===== config.mk =====
export PLATFORM = sky130hd
export DESIGN_NAME = lsu
export DESIGN_NICKNAME = d
export VERILOG_FILES = /design/src/rtl/lsu.sv
export SDC_FILE = /design/constraint.sdc
export NUM_CORES = 1
export LEC_CHECK = 0
export BUFFER_PORTS_ARGS = -buffer_cell sky130_fd_sc_hd__clkbuf_2
export CORE_MARGIN = 4
export CORE_UTILIZATION = 25
export DETAILED_ROUTE_END_ITERATION = 7
export HOLD_SLACK_MARGIN = 0.05
export PLACE_DENSITY = 0.44
export SLEW_MARGIN = 40
export SYNTH_ARGS = -nofsm -noshare
export SYNTH_HDL_FRONTEND = slang
export SYNTH_SLANG_ARGS = --single-unit

===== constraint.sdc =====
create_clock -name clk -period 3.9 [get_ports clk]
set_input_delay 0.585 -clock clk [delete_from_list [all_inputs] [get_ports clk]]
set_output_delay 0.585 -clock clk [all_outputs]
set_load 0.02 [all_outputs]

===== src/rtl/lsu.sv =====
// ---------------------------------------------------------------------------
// lsu: load/store unit sitting after the execute-stage ALU.
//
// Takes ALUout as the effective address and rs2 (WriteData) as the store
// data. It runs a req/gnt/rvalid handshake with data memory, steers store
// bytes onto the correct lanes, and extracts and extends load data.
//
// Ports
//   clk, rst_n      clock (rising edge), asynchronous active-low reset
//   req_valid       execute stage presents a memory op this cycle
//   req_ready       LSU is idle and can accept an op
//   MemWrite        1 = store, 0 = load
//   funct3          RV32I width/sign code
//   ALUout          effective address
//   WriteData       rs2 store data
//   mem_req/gnt     memory request, held until granted
//   mem_addr        word-aligned address
//   mem_we          write enable
//   mem_wstrb       byte-lane strobes
//   mem_wdata       lane-replicated store data
//   mem_rvalid      load data valid
//   mem_rdata       load word
//   ReadData        extended load result, held until the next load completes
//   rsp_valid       one-cycle completion pulse
//   Stall           freeze upstream pipeline
//   misalign_fault  (only with LSU_MISALIGN_TRAP_EN) misaligned-op pulse
//
// Optional build macro: LSU_MISALIGN_TRAP_EN. When it is defined, a misaligned
// halfword or word op completes at once with misalign_fault and never touches
// memory. When it is undefined, the low address bits below the access size
// are ignored.
// ---------------------------------------------------------------------------
module lsu #(
    parameter int unsigned ADDR_WIDTH = 32
) (
    input  logic                  clk,
    input  logic                  rst_n,
    input  logic                  req_valid,
    output logic                  req_ready,
    input  logic                  MemWrite,
    input  logic [2:0]            funct3,
    input  logic [ADDR_WIDTH-1:0] ALUout,
    input  logic [31:0]           WriteData,
    output logic                  mem_req,
    input  logic                  mem_gnt,
    output logic [ADDR_WIDTH-1:0] mem_addr,
    output logic                  mem_we,
    output logic [3:0]            mem_wstrb,
    output logic [31:0]           mem_wdata,
    input  logic                  mem_rvalid,
    input  logic [31:0]           mem_rdata,
    output logic [31:0]           ReadData,
    output logic                  rsp_valid,
`ifdef LSU_MISALIGN_TRAP_EN
    output logic                  misalign_fault,
`endif
    output logic                  Stall
);

    typedef enum logic [1:0] {StIdle, StReq, StWait, StResp} state_e;

    state_e      state_q;
    logic [2:0]  op_f3_q;
    logic [1:0]  op_off_q;
    logic        op_we_q;

    logic [3:0]  st_strb;
    logic [31:0] st_data;
    logic [7:0]  ld_byte;
    logic [15:0] ld_half;
    logic [31:0] ld_ext;
    logic        trap;

    // Store lane steering, computed from the live inputs at acceptance.
    always_comb begin
        st_strb = 4'b1111;
        st_data = WriteData;
        case (funct3[1:0])
            2'b00: begin
                st_strb = 4'b0001 << ALUout[1:0];
                st_data = {4{WriteData[7:0]}};
            end
            2'b01: begin
                st_strb = ALUout[1] ? 4'b1100 : 4'b0011;
                st_data = {2{WriteData[15:0]}};
            end
            default: begin
                st_strb = 4'b1111;
                st_data = WriteData;
            end
        endcase
    end

    // Load extraction, using the offset and width captured at acceptance.
    always_comb begin
        ld_byte = mem_rdata[{op_off_q, 3'b000} +: 8];
        ld_half = op_off_q[1] ? mem_rdata[31:16] : mem_rdata[15:0];
        case (op_f3_q)
            3'b000:  ld_ext = {{24{ld_byte[7]}}, ld_byte};
            3'b001:  ld_ext = {{16{ld_half[15]}}, ld_half};
            3'b100:  ld_ext = {24'h0, ld_byte};
            3'b101:  ld_ext = {16'h0, ld_half};
            default: ld_ext = mem_rdata;
        endcase
    end

    // Halfword codes have funct3[1:0]=01; word codes have funct3[1]=1.
`ifdef LSU_MISALIGN_TRAP_EN
    assign trap = ((funct3[1:0] == 2'b01) && ALUout[0]) ||
                  (funct3[1] && (ALUout[1:0] != 2'b00));
`else
    assign trap = 1'b0;
`endif

    assign req_ready = (state_q == StIdle);
    assign Stall     = ((state_q == StIdle) && req_valid) ||
                       (state_q == StReq) || (state_q == StWait);

    always_ff @(posedge clk or negedge rst_n) begin
        if (!rst_n) begin
            state_q   <= StIdle;
            op_f3_q   <= 3'b000;
            op_off_q  <= 2'b00;
            op_we_q   <= 1'b0;
            mem_req   <= 1'b0;
            mem_addr  <= '0;
            mem_we    <= 1'b0;
            mem_wstrb <= 4'b0000;
            mem_wdata <= 32'h0;
            ReadData  <= 32'h0;
            rsp_valid <= 1'b0;
`ifdef LSU_MISALIGN_TRAP_EN
            misalign_fault <= 1'b0;
`endif
        end else begin
            rsp_valid <= 1'b0;
`ifdef LSU_MISALIGN_TRAP_EN
            misalign_fault <= 1'b0;
`endif
            case (state_q)
                StIdle: begin
                    if (req_valid) begin
                        op_f3_q  <= funct3;
                        op_off_q <= ALUout[1:0];
                        op_we_q  <= MemWrite;
                        if (trap) begin
                            // Completes without a memory access; ReadData untouched.
                            state_q   <= StResp;
                            rsp_valid <= 1'b1;
`ifdef LSU_MISALIGN_TRAP_EN
                            misalign_fault <= 1'b1;
`endif
                        end else begin
                            state_q   <= StReq;
                            mem_req   <= 1'b1;
                            mem_addr  <= {ALUout[ADDR_WIDTH-1:2], 2'b00};
                            mem_we    <= MemWrite;
                            mem_wstrb <= MemWrite ? st_strb : 4'b0000;
                            mem_wdata <= MemWrite ? st_data : 32'h0;
                        end
                    end
                end
                StReq: begin
                    if (mem_gnt) begin
                        mem_req   <= 1'b0;
                        mem_we    <= 1'b0;
                        mem_wstrb <= 4'b0000;
                        if (op_we_q) begin
                            state_q   <= StResp;
                            rsp_valid <= 1'b1;
                        end else begin
                            state_q <= StWait;
                        end
                    end
                end
                StWait: begin
                    if (mem_rvalid) begin
                        ReadData  <= ld_ext;
                        state_q   <= StResp;
                        rsp_valid <= 1'b1;
                    end
                end
                default: begin
                    state_q <= StIdle;
                end
            endcase
        end
    end

endmodule

### Yosys cells after proc, flatten, opt, wreduce, memory -nomap -nowiden

Index checks and enable logic that the tools add are counted.

| storage, ports and cells | value |
|---|---|
| flip-flop bits (word level) | 109 |
| input port bits | 105 |
| output and inout bits | 105 |

| cells by class | value |
|---|---|
| shifts and indexed selects | 2 |
| mux-type cells | 24 |
| reductions and logical operators | 11 |
| equal/unequal tests | 9 |

Operators by type and width:

| cell | count |
|---|---|
| $pmux W32 S4 | 1 |
| $pmux W32 S2 | 1 |
| $mux W32 | 1 |
| $shiftx A32 B6 Y8 | 1 |
| $mux W16 | 1 |
| $mux W4 | 4 |
| $pmux W4 S2 | 2 |
| $mux W1 | 7 |
| $eq A3 B3 Y1 const B | 2 |
| $mux W2 | 3 |
| $ne A2 B2 Y1 const B | 3 |
| $pmux W1 S2 | 3 |
| $pmux W2 S3 | 1 |
| $reduce_and A3 Y1 | 2 |
| $eq A2 B1 Y1 const B | 2 |
| $logic_not A2 Y1 | 2 |
| $reduce_and A2 Y1 | 2 |
| $shl A1 B2 Y4 const A | 1 |
| $eq A3 B1 Y1 const B | 1 |
| $logic_not A3 Y1 | 1 |
| $eq A2 B2 Y1 const B | 1 |
| $logic_or A1 B1 Y1 | 2 |
| $reduce_bool A2 Y1 | 1 |
| $logic_and A1 B1 Y1 | 1 |

### Longest topological paths before layout

Gate-level depths: netlist (run 1).

| depth | value |
|---|---|
| depth in word-level cells | 5 |
| gate-level depth with buffers | 7 |
| mapped depth without buffers | 5 |

### Worst setup path after synthesis (run 1)

Ideal clock, no wire load.

| timing path | value |
|---|---|
| path type | flip-flop to output port |
| start | register state_q[0] |
| end | output Stall |
| data arrival time | 1,503 ps |
| setup slack | 1,812 ps |
| required time | 3,315 ps |
| path buffers | 1 |
| cell stages (with the launch flop) | 6 |
| path through | dfrtp_1 -> inv_1 -> ha_1 -> and2_1 -> clkbuf_1 -> or3_1 |

| between the ends | value |
|---|---|
| word-level cells in the longest chain between the ends | 4 |

RTL lines:

| what | line | RTL |
|---|---|---|
| from (decl) | 62 | `state_e state_q;` |
| from (signal assigned) | 121 | `state_q <= StIdle;` |
| from (signal assigned) | 148 | `state_q <= StResp;` |
| from (signal assigned) | 154 | `state_q <= StReq;` |
| $logic_not A2 Y1 | -- |  |
| via req_ready | 39 | `output logic req_ready,` |
| $logic_and A1 B1 Y1 | 116 | `assign Stall = ((state_q == StIdle) && req_valid) \|\|` |
| $logic_or A1 B1 Y1 | 116 |  |
| $logic_or A1 B1 Y1 | 117 | `(state_q == StReq) \|\| (state_q == StWait);` |
| to (decl) | 57 | `output logic Stall` |

The timed path passes the listed nets, and every way through them passes these cells.

### Worst setup path after layout (run 1)

| timing path | value |
|---|---|
| start | register state_q[0] |
| end | output Stall |

| between the ends | value |
|---|---|
| word-level cells in the longest chain between the ends | 4 |

RTL lines:

| what | line |
|---|---|
| $logic_not A2 Y1 | 116 |
| $logic_and A1 B1 Y1 | 116 |
| $logic_or A1 B1 Y1 | 116 |
| $logic_or A1 B1 Y1 (*) | 117 |

Every way passes the cells marked *; elsewhere a longest branch is shown, timed or not.

==> results of run 1 <==
flip-flops by register name, summed over array words and instances, names as in the netlist:
| name | flops |
|---|---|
| rsp_valid | 1 |
| op_off_q | 2 |
| op_we_q | 1 |
| state_q | 2 |
| mem_wstrb | 4 |
| mem_req | 1 |
| ReadData | 32 |
| mem_addr | 30 |
| op_f3_q | 3 |
| mem_we | 1 |
| mem_wdata | 32 |
cells by family (layout without fill, tap and decap cells):
| kind of cell | Yosys count | count (layout) |
|---|---|---|
| simple gates | 286 | 286 |
| compound gates | 124 | 124 |
| flops | 109 | 109 |
| buf+inv | 57 | 238 |
| mux | 22 | 22 |
| fa+ha+maj | 4 | 4 |
| other cells | 1 | 2 |
metrics by stage:
step	util (%)	setup slack [ns]	instance area, sq um
global route	32.9	1.16	6970
finish	32.9	1.32	6970
detailed placement	31.5	1.42	6680
CTS	32.8	1.27	6970
floorplan	-	1.81	5450
global placement	31.5	1.50	6680
how the worst min path moves through the flow:
stage / to / slack, ns / start
after floorplan: ReadData[0] / 0.29 / rst_n
after global placement: mem_wdata[5] / 0.46 / mem_wdata[5]
after detailed placement: mem_wdata[1] / 0.46 / mem_wdata[1]
after CTS: ReadData[6] / 0.26 / rst_n
after global routing: ReadData[2] / 0.30 / rst_n
final: ReadData[1] / 0.25 / rst_n
layout make-up:
| type | count | area (sq um) | area share (%) |
|---|---|---|---|
| sequential | 109 | 2730 | 39.1 |
| multi-input combinational | 438 | 2480 | 35.5 |
| timing repair buffer | 215 | 1110 | 15.9 |
| inverter | 7 | 26.3 | 0.377 |
| clock buffer | 12 | 256 | 3.68 |
| clock inverter | 4 | 31.3 | 0.449 |
| tap | 275 | 344 | 4.93 |
per-layer routing:
| metal | wire, um | up-vias | GRT usage, % | part of all wire [%] |
|---|---|---|---|---|
| met1 | 8690 | 2342 | 20.8 | 48 |
| met5 | 0 | - | 0 | 0 |
| met2 | 8020 | 151 | 22.6 | 44 |
| met3 | 1310 | 13 | 4.47 | 7.2 |
| li1 | - | 2443 | - | - |
| met4 | 204 | 0 | 3.75 | 1.1 |
critical path, cell delays in order, from the launching register on:
cell,delay (ns)
dfrtp_1,0.39
inv_1,0.07
ha_1,0.28
and2_2,0.37
or3_1,0.37
clkbuf_2,0.16
cells in the mapped netlist (3+ instances only):
cell	instances	area share (%)
a21oi_1	4	0.37
a221oi_1	18	2.9
buf_1	3	0.21
a211oi_1	31	4.3
ha_1	4	0.92
nand2b_1	18	2.1
o2bb2ai_1	4	0.64
nor2b_1	12	1.4
mux2_2	12	2.5
a22oi_1	7	0.97
nor2_1	28	1.9
nand2_1	177	12
o21ai_0	34	3.1
a2111oi_0	7	1.1
buf_2	13	1.2
clkbuf_1	31	2.1
o32ai_1	7	1.1
and3_1	15	1.7
mux2i_1	9	1.7
dfrtp_1	109	50
inv_1	7	0.48
nand3_1	25	2.3
where the power goes:
part / internal (mW) / total, mW / switching [mW]
clock network: 0.472 / 0.914 / 0.442
registers: 1.66 / 2.07 / 0.410
logic: 0.927 / 2.69 / 1.76
total: 3.05 / 5.67 / 2.62
==> metrics, run 1 <==
largest family of logic cells by synthesized area simple AND/OR/NAND/NOR gates; commonest non-fill, non-tap cells in the layout clkbuf_2, nand2_1, dfrtp_1; synth warn 0; R2R Path End mem_wdata[18]; Fill cells 2,275; maximum number of pins on one net before global-route repair 68; Inst Count DP 1,043; DR iter-0 viols 227; Hold Slack 0.249 ns; status finished, final reports clean; fin crit period 2.58 ns; share of layout cells above drive strength 1 31.8%; clk slew on worst S/H paths 0.08 ns; detailed-route via count 4,949; first-pass GRT wire length 28.7 mm; Peak VDD IR 321 uV; multiplexer share of the synthesized area 4.55%; Synth Flop Type dfrtp_1; WL/cell 17.2 um; critical path class flip-flop to output port; maximum clock path buffer count 2; fin cells 1,060; Hold Violations, Final 0; Hold Path Class primary input to async pin; flop2flop setup slack 1.48 ns; Synth Area in XOR/XNOR 0%; latest clock arrival within the worst-skew pair 0.36 ns; Final Cycle Share 66.1%; RSZ-0062 raised after global routing no; PostCTS Resize Cnt 0; total track usage 14.9%; CP startpoint kind flip-flop; Die H 156 um; post-synthesis sequential area ratio 50.1%; drt drc 0; Slew headroom 48.3%; most common cell after layout, fill and taps aside clkbuf_2; Post-synth ARST share 100%; total I/O pin count 210; fin. max-slew vios 0; vias in the first global route 5,024; post-detailed-route count of antenna-violating nets 0; FP Rows 53; Inserted Clock Buffers 9; Power Total 5.67 mW; clk_skew 0.0146 ns; Worst EP required 3.31 ns; Die W 156 um; FF-to-FF Start state_q[0]; Netlist Area Pre-Place 5440 sq um; post-CTS setup buffer count 0; CTS H-tree depth 3; layout net count 889; Synth Area in Compound Gates 16.7%; core area 21,200 sq um; worst endpoint data arrival time 1.99 ns; die area 24,200 sq um; drt pass-1 iters 4; final setup fails 0; Simple-Gate Fraction of Synth Area 23.1%; Port Buffer Count 207; crit path to Stall; Pleak 3.50 nW; cell count after synthesis 603; CTS Sinks 109; n_diodes 0; crit path from state_q[0]; CTS tree yes; Adder-Cell Fraction of Synth Area 0.920%; worst-margin pin slew 0.775 ns; Initial Util 25.6%; Layout area overhead 28.1%; CTS root buf clkbuf_16; distinct cell type count after synthesis 45; Hold Buf Count CTS 0; initial antenna violation count 0; total wire length 18.2 mm; Synth Area per Inst 9.02 sq um; dpl hpwl 13.0 mm; Pwr Density 813 nW/um^2; Critical Path End Type output port; Worst R2R Path Depth 6; Max FO, Critical Path 24; RD Place Congestion 0.752; Yosys reg bits 109; total gr overflow 0; setup TNS 0 ns; post-DR vias/cell 4.67; FMAX 388 MHz; Post-synth EDFFs 0; Max Cap Viol 0
(Power assumes the default switching activity.)
==> inputs of run 2 (changes only) <==
ABC_AREA = 1   (was not set)
PLACE_DENSITY = 0.45   (was 0.44)
clock period = 2.2 ns   (was 3.9 ns; I/O delays follow)
==> run 2 against run 1 <==
Critical path depth stayed put. Sequential power is 73% higher. Critical endpoint unchanged. First-iteration DRC count is 21% higher. Largest cell class unchanged. Routed wire length fell by 2.8%. Power increased by 85%. Sequential share of layout area fell by 0.98 points. Setup slack got worse by 1.0 ns.
==> metrics, run 2 <==
Yosys reg bits 109 (unchanged); Worst EP required 1.87 ns (was 3.31 ns); Final Cycle Share 85.2%; detailed-route via count 5,080 (was 4,949); fin. max-slew vios 0 (unchanged); Post-synth EDFFs 0 (unchanged); Hold Violations, Final 0 (unchanged); synth warn 0 (unchanged); Initial Util 25.5% (was 25.6%); post-route cell area 7150 sq um (was 6970 sq um); Largest regs ReadData: 32 flops, mem_wdata: 32 flops, mem_addr: 30 flops (unchanged); RSZ-0062 raised after global routing no (unchanged); Layout area overhead 28.0% (was 28.1%); critical path class flip-flop to output port (unchanged); Die H 157 um (was 156 um); clk_skew 0.00932 ns (was 0.0146 ns); dpl hpwl 13.2 mm (was 13.0 mm); total wire length 17.7 mm (was 18.2 mm); total I/O pin count 210 (unchanged); maximum clock path buffer count 2 (unchanged); cell count after synthesis 705 (was 603); Yosys top cell area share 48.8% (was 50.1%); vias in the first global route 4,934 (was 5,024); Max Cap Viol 0 (unchanged); Slew headroom 55.3% (was 48.3%); CTS H-tree depth 3 (unchanged); Synth Area per Inst 7.92 sq um (was 9.02 sq um); Peak VDD IR 558 uV (was 321 uV); placed cell area 6820 sq um (was 6680 sq um); WL/cell 15.0 um (was 17.2 um); post-detailed-route count of antenna-violating nets 0 (unchanged); final setup fails 0 (unchanged); post-synthesis sequential area ratio 48.8% (was 50.1%); area leader, netlist dfrtp_1 (unchanged); Port Buffer Count 207 (unchanged); FMAX 533 MHz; worst endpoint data arrival time 1.54 ns (was 1.99 ns); worst-margin pin slew 0.668 ns (was 0.775 ns); commonest non-fill, non-tap cells in the layout nand2_1, clkbuf_2, dfrtp_1 (was clkbuf_2, nand2_1, dfrtp_1); total gr overflow 0 (unchanged); core area 21,900 sq um (was 21,200 sq um); initial antenna violation count 2 (was 0); Post-synth ARST share 100% (unchanged); Pleak 4.10 nW (was 3.50 nW); CTS Sinks 109 (unchanged); FP Rows 54 (was 53); first-pass GRT wire length 27.7 mm (was 28.7 mm); Hold Slack 0.160 ns (was 0.249 ns); total track usage 14.3% (was 14.9%); ranking of synthesized cells by area dfrtp_1, nand2_1, inv_1 (was dfrtp_1, nand2_1, a211oi_1); Pwr Density 1470 nW/um^2 (was 813 nW/um^2); drt drc 0 (unchanged); Inserted Clock Buffers 9 (unchanged); CTS tree yes (unchanged); Netlist Area Pre-Place 5590 sq um (was 5440 sq um); Die W 157 um (was 156 um); maximum number of pins on one net before global-route repair 53 (was 68); post-DR vias/cell 4.29 (was 4.67); top-count cell post-synth nand2_1 (unchanged); die area 24,800 sq um (was 24,200 sq um); most common cell after layout, fill and taps aside nand2_1 (was clkbuf_2); Synth Flop Type dfrtp_1 (unchanged); fin crit period 1.87 ns; Inst Count DP 1,167 (was 1,043); n_diodes 0 (unchanged); clk slew on worst S/H paths 0.08 ns (about the same); most frequent cells after synthesis nand2_1, dfrtp_1, inv_1, a21oi_1, o21ai_0 (was nand2_1, dfrtp_1, o21ai_0, a211oi_1, clkbuf_1); share of layout cells above drive strength 1 31.2% (was 31.8%); Hold Path Class primary input to flip-flop (was primary input to async pin); fin cells 1,183 (was 1,060); CP startpoint kind flip-flop (unchanged); Placement Setup Slack 0.513 ns (was 1.42 ns); CTS root buf clkbuf_16 (unchanged); DR iter-0 viols 275 (was 227); status finished, final reports clean (unchanged); Max FO, Critical Path 5 (was 24); distinct cell type count after synthesis 29 (was 45); Critical Path End Type output port (unchanged); setup TNS 0 ns (unchanged); setup ws final 0.325 ns (was 1.32 ns); RD Place Congestion 0.777 (was 0.752); latest clock arrival within the worst-skew pair 0.35 ns (was 0.36 ns); drt pass-1 iters 4 (unchanged); layout net count 1,008 (was 889)
## run 2: worst paths after layout
kind | startpoint | end | slack, ns | depth (start not counted)
max | state_q[0] | Stall | 0.33 | 5
min | ALUout[12] | mem_addr[12] | 0.16 | 3
max reg2reg | op_off_q[1] | ReadData[1] | 0.53 | 7
min reg2reg | mem_addr[13] | mem_addr[13] | 0.48 | 2
max in group asynchronous | rst_n | mem_addr[3] | 1.13 | 3
min in group asynchronous | rst_n | ReadData[14] | 0.45 | 2
## run 2: per-layer routing
layer / share of wire (%) / vias to the layer above / track usage [%]
met5: 0.15 / - / 0
met4: 0.98 / 4 / 3.69
met3: 10 / 15 / 5.03
met2: 43 / 171 / 20.8
met1: 46 / 2304 / 20.1
li1: - / 2586 / -
## run 2: critical path, stage by stage, from the launching register on
cell and delay (ns):
dfrtp_1 0.41, inv_1 0.09, ha_1 0.26, nand2_2 0.14
nand3_1 0.10, clkbuf_2 0.19
## run 2: repair_timing
| item | in CTS | in global routing |
|---|---|---|
| endpoints found under the setup margin | 0 | 0 |
| setup buffers | 0 | 0 |
| endpoints found under the hold margin | 24 | 0 |
| hold buffers | 1 | 0 |
| gates resized for setup | 0 | 0 |
## run 2: power breakdown
group / total (mW) / switching (mW) / leakage, nW / internal [mW]
combinational: 5.12 / 3.43 / 2.57 / 1.69
clock: 1.81 / 0.800 / 0.154 / 1.01
sequential: 3.58 / 0.625 / 1.37 / 2.96
total: 10.5 / 4.86 / 4.10 / 5.66
## run 2: cell families after synthesis
kind of cell | share of synthesized area (%)
buffers and inverters | 9.92
adder cells (fa/ha/maj) | 0.896
AND/OR/NAND/NOR | 29.9
other | 0.0671
flip-flops | 48.8
AO/OA/AOI/OAI | 10.3
## run 2: cell type report
type / count / area (sq um)
Timing Repair Buffer: 219 / 1170
Multi-Input combinational cell: 489 / 2310
Inverter: 71 / 274
Tap cell: 280 / 350
Clock buffer: 9 / 225
Clock inverter: 6 / 96.3
Fill cell: 2418 / 14700
Sequential cell: 109 / 2730
## run 2: per-stage QoR
| step | util [%] | power [mW] |
|---|---|---|
| 6_report | 32.7 | 10.5 |
| 3_3_place_gp | 31.2 | 8.87 |
| 5_1_grt | 32.7 | 11.5 |
| 2_1_floorplan | - | 7.17 |
| 3_5_place_dp | 31.2 | 8.87 |
| 4_1_cts | 32.7 | 10.8 |
==> inputs of run 3 (changes only) <==
PLACE_DENSITY = 0.43   (was 0.45)
clock period = 2.35 ns   (was 2.2 ns; I/O delays follow)
==> run 3 against run 2 <==
Clock skew down 0.00056 ns. Final cell count up 0.34%. Clock-buffer cell count up 1. Register-to-register slack better by 0.10 ns. Power fell by 7.4%. Non-clock buffer count increased by 3. Global-route usage increased by 0.41 points.
==> metrics, run 3 (synthesis gave the netlist of run 2 again) <==
Critical Path End Type output port (unchanged); CTS tree yes (unchanged); Max Cap Viol 0 (unchanged); maximum number of pins on one net before global-route repair 66 (was 53); first-pass GRT wire length 28.4 mm (was 27.7 mm); Worst R2R Path Depth 6 (was 7); Final Cycle Share 86.5%; Reg area 2730 sq um (unchanged); RD Place Congestion 0.766 (was 0.777); RSZ-0062 raised after global routing no (unchanged); die area 24,800 sq um (unchanged); worst endpoint data arrival time 1.68 ns (was 1.54 ns); dpl hpwl 13.5 mm (was 13.2 mm); Pleak 4.10 nW (about the same); fin cells 1,187 (was 1,183); met3 Use GR 6.08% (was 5.03%); Largest regs ReadData: 32 flops, mem_wdata: 32 flops, mem_addr: 30 flops (unchanged); multi-input logic area 2310 sq um (unchanged); FP Rows 54 (unchanged); total gr overflow 0 (unchanged); Pwr Density 1360 nW/um^2 (was 1470 nW/um^2); flop2flop setup slack 0.63 ns (was 0.53 ns); vias in the first global route 5,130 (was 4,934); Inst Count DP 1,170 (was 1,167); layout net count 1,011 (was 1,008); Max FO, Critical Path 10 (was 5); FMAX 492 MHz; drt drc 0 (unchanged); clk slew on worst S/H paths 0.08 ns (about the same); DR iter-0 viols 209 (was 275); maximum clock path buffer count 2 (unchanged); setup TNS 0 ns (unchanged); CTS root buf clkbuf_16 (unchanged); fin. max-slew vios 0 (unchanged); Peak VDD IR 513 uV (was 558 uV); post-CTS setup buffer count 0 (unchanged); placed cell area 6830 sq um (was 6820 sq um); detailed-route via count 5,032 (was 5,080); Hold Violations, Final 0 (unchanged); setup ws final 0.317 ns (was 0.325 ns); WL/cell 15.2 um (was 15.0 um); Die W 157 um (unchanged); Layout area overhead 27.7% (was 28.0%); status finished, final reports clean (unchanged); worst-margin pin slew 0.626 ns (was 0.668 ns); Placement Setup Slack 0.583 ns (was 0.513 ns); Cells on Worst Hold Path 3 (unchanged); CP startpoint kind flip-flop (unchanged); CTS H-tree depth 3 (unchanged); R2R Path End mem_addr[26] (was ReadData[1]); Hold Path Class primary input to flip-flop (unchanged); total track usage 14.7% (was 14.3%); commonest non-fill, non-tap cells in the layout nand2_1, clkbuf_2, dfrtp_1 (unchanged); total I/O pin count 210 (unchanged); met2 GRT Util 22.5% (was 20.8%); total wire length 18.1 mm (was 17.7 mm); latest clock arrival within the worst-skew pair 0.35 ns (about the same); crit path from state_q[1] (was state_q[0]); GR Layer Usage met1 19.5% (was 20.1%); core area 21,900 sq um (unchanged); share of layout cells above drive strength 1 31.5% (was 31.2%); most common cell after layout, fill and taps aside nand2_1 (unchanged); Worst EP required 2.00 ns (was 1.87 ns); critical path class flip-flop to output port (unchanged); Slew headroom 58.1% (was 55.3%); post-route cell area 7130 sq um (was 7150 sq um); post-DR vias/cell 4.24 (was 4.29); Inserted Clock Buffers 9 (unchanged); Port Buffer Count 207 (unchanged); FF-to-FF Start state_q[0] (was op_off_q[1]); Power Total 9.74 mW (was 10.5 mW); grt peak-use layer met2 (unchanged); drt pass-1 iters 4 (unchanged); post-detailed-route count of antenna-violating nets 0 (unchanged); Min-Delay Startpoint ALUout[20] (was ALUout[12]); Fill cells 2,410 (was 2,418); Initial Util 25.5% (unchanged); clk_skew 0.00876 ns (was 0.00932 ns); post-layout util 32.6% (was 32.7%); Die H 157 um (unchanged); final setup fails 0 (unchanged); worst hold endpoint mem_addr[20] (was mem_addr[12]); Hold Slack 0.183 ns (was 0.160 ns); initial antenna violation count 2 (unchanged); fin crit period 2.03 ns; CTS Sinks 109 (unchanged); n_diodes 0 (unchanged)
run 3: worst max-delay path by stage:
stage	slack (ns)	endpoint	cells past startpoint
6_report	0.32	Stall	5
5_1_grt	0.18	Stall	5
4_1_cts	0.26	Stall	5
3_5_place_dp	0.58	mem_addr[26]	6
3_3_place_gp	0.66	mem_wdata[3]	6
2_1_floorplan	0.52	Stall	6
run 3: metal layers:
metal  wire (um)  up-vias
met1        8160     2269
met5          19        -
met4         153        4
met2        7960      154
li1            -     2590
met3        1770       15
run 3: power breakdown:
part / switching [mW] / internal [mW]
combinational: 3.26 / 1.60
clock: 0.768 / 0.770
sequential: 0.561 / 2.77
total: 4.59 / 5.14
run 3: area by class of cell:
class                           count  area share (%)
Clock buffer                       10            3.35
Clock inverter                      6           0.772
Inverter                           71            3.84
Multi-Input combinational cell    489            32.4
Sequential cell                   109            38.2
Tap cell                          280            4.91
Timing Repair Buffer              222            16.5
run 3: timing repair:
item	in CTS	in global routing
setup endpoints to repair	0	0
resized for setup	0	0
hold buffers	1	0
endpoints found under the hold margin	8	0
run 3: worst max-delay path, cell delays in order, from the launching register on:
cell      delay [ns]
dfrtp_1         0.42
inv_1           0.09
ha_1            0.26
nand2_2         0.22
nand3_1         0.14
clkbuf_2        0.20
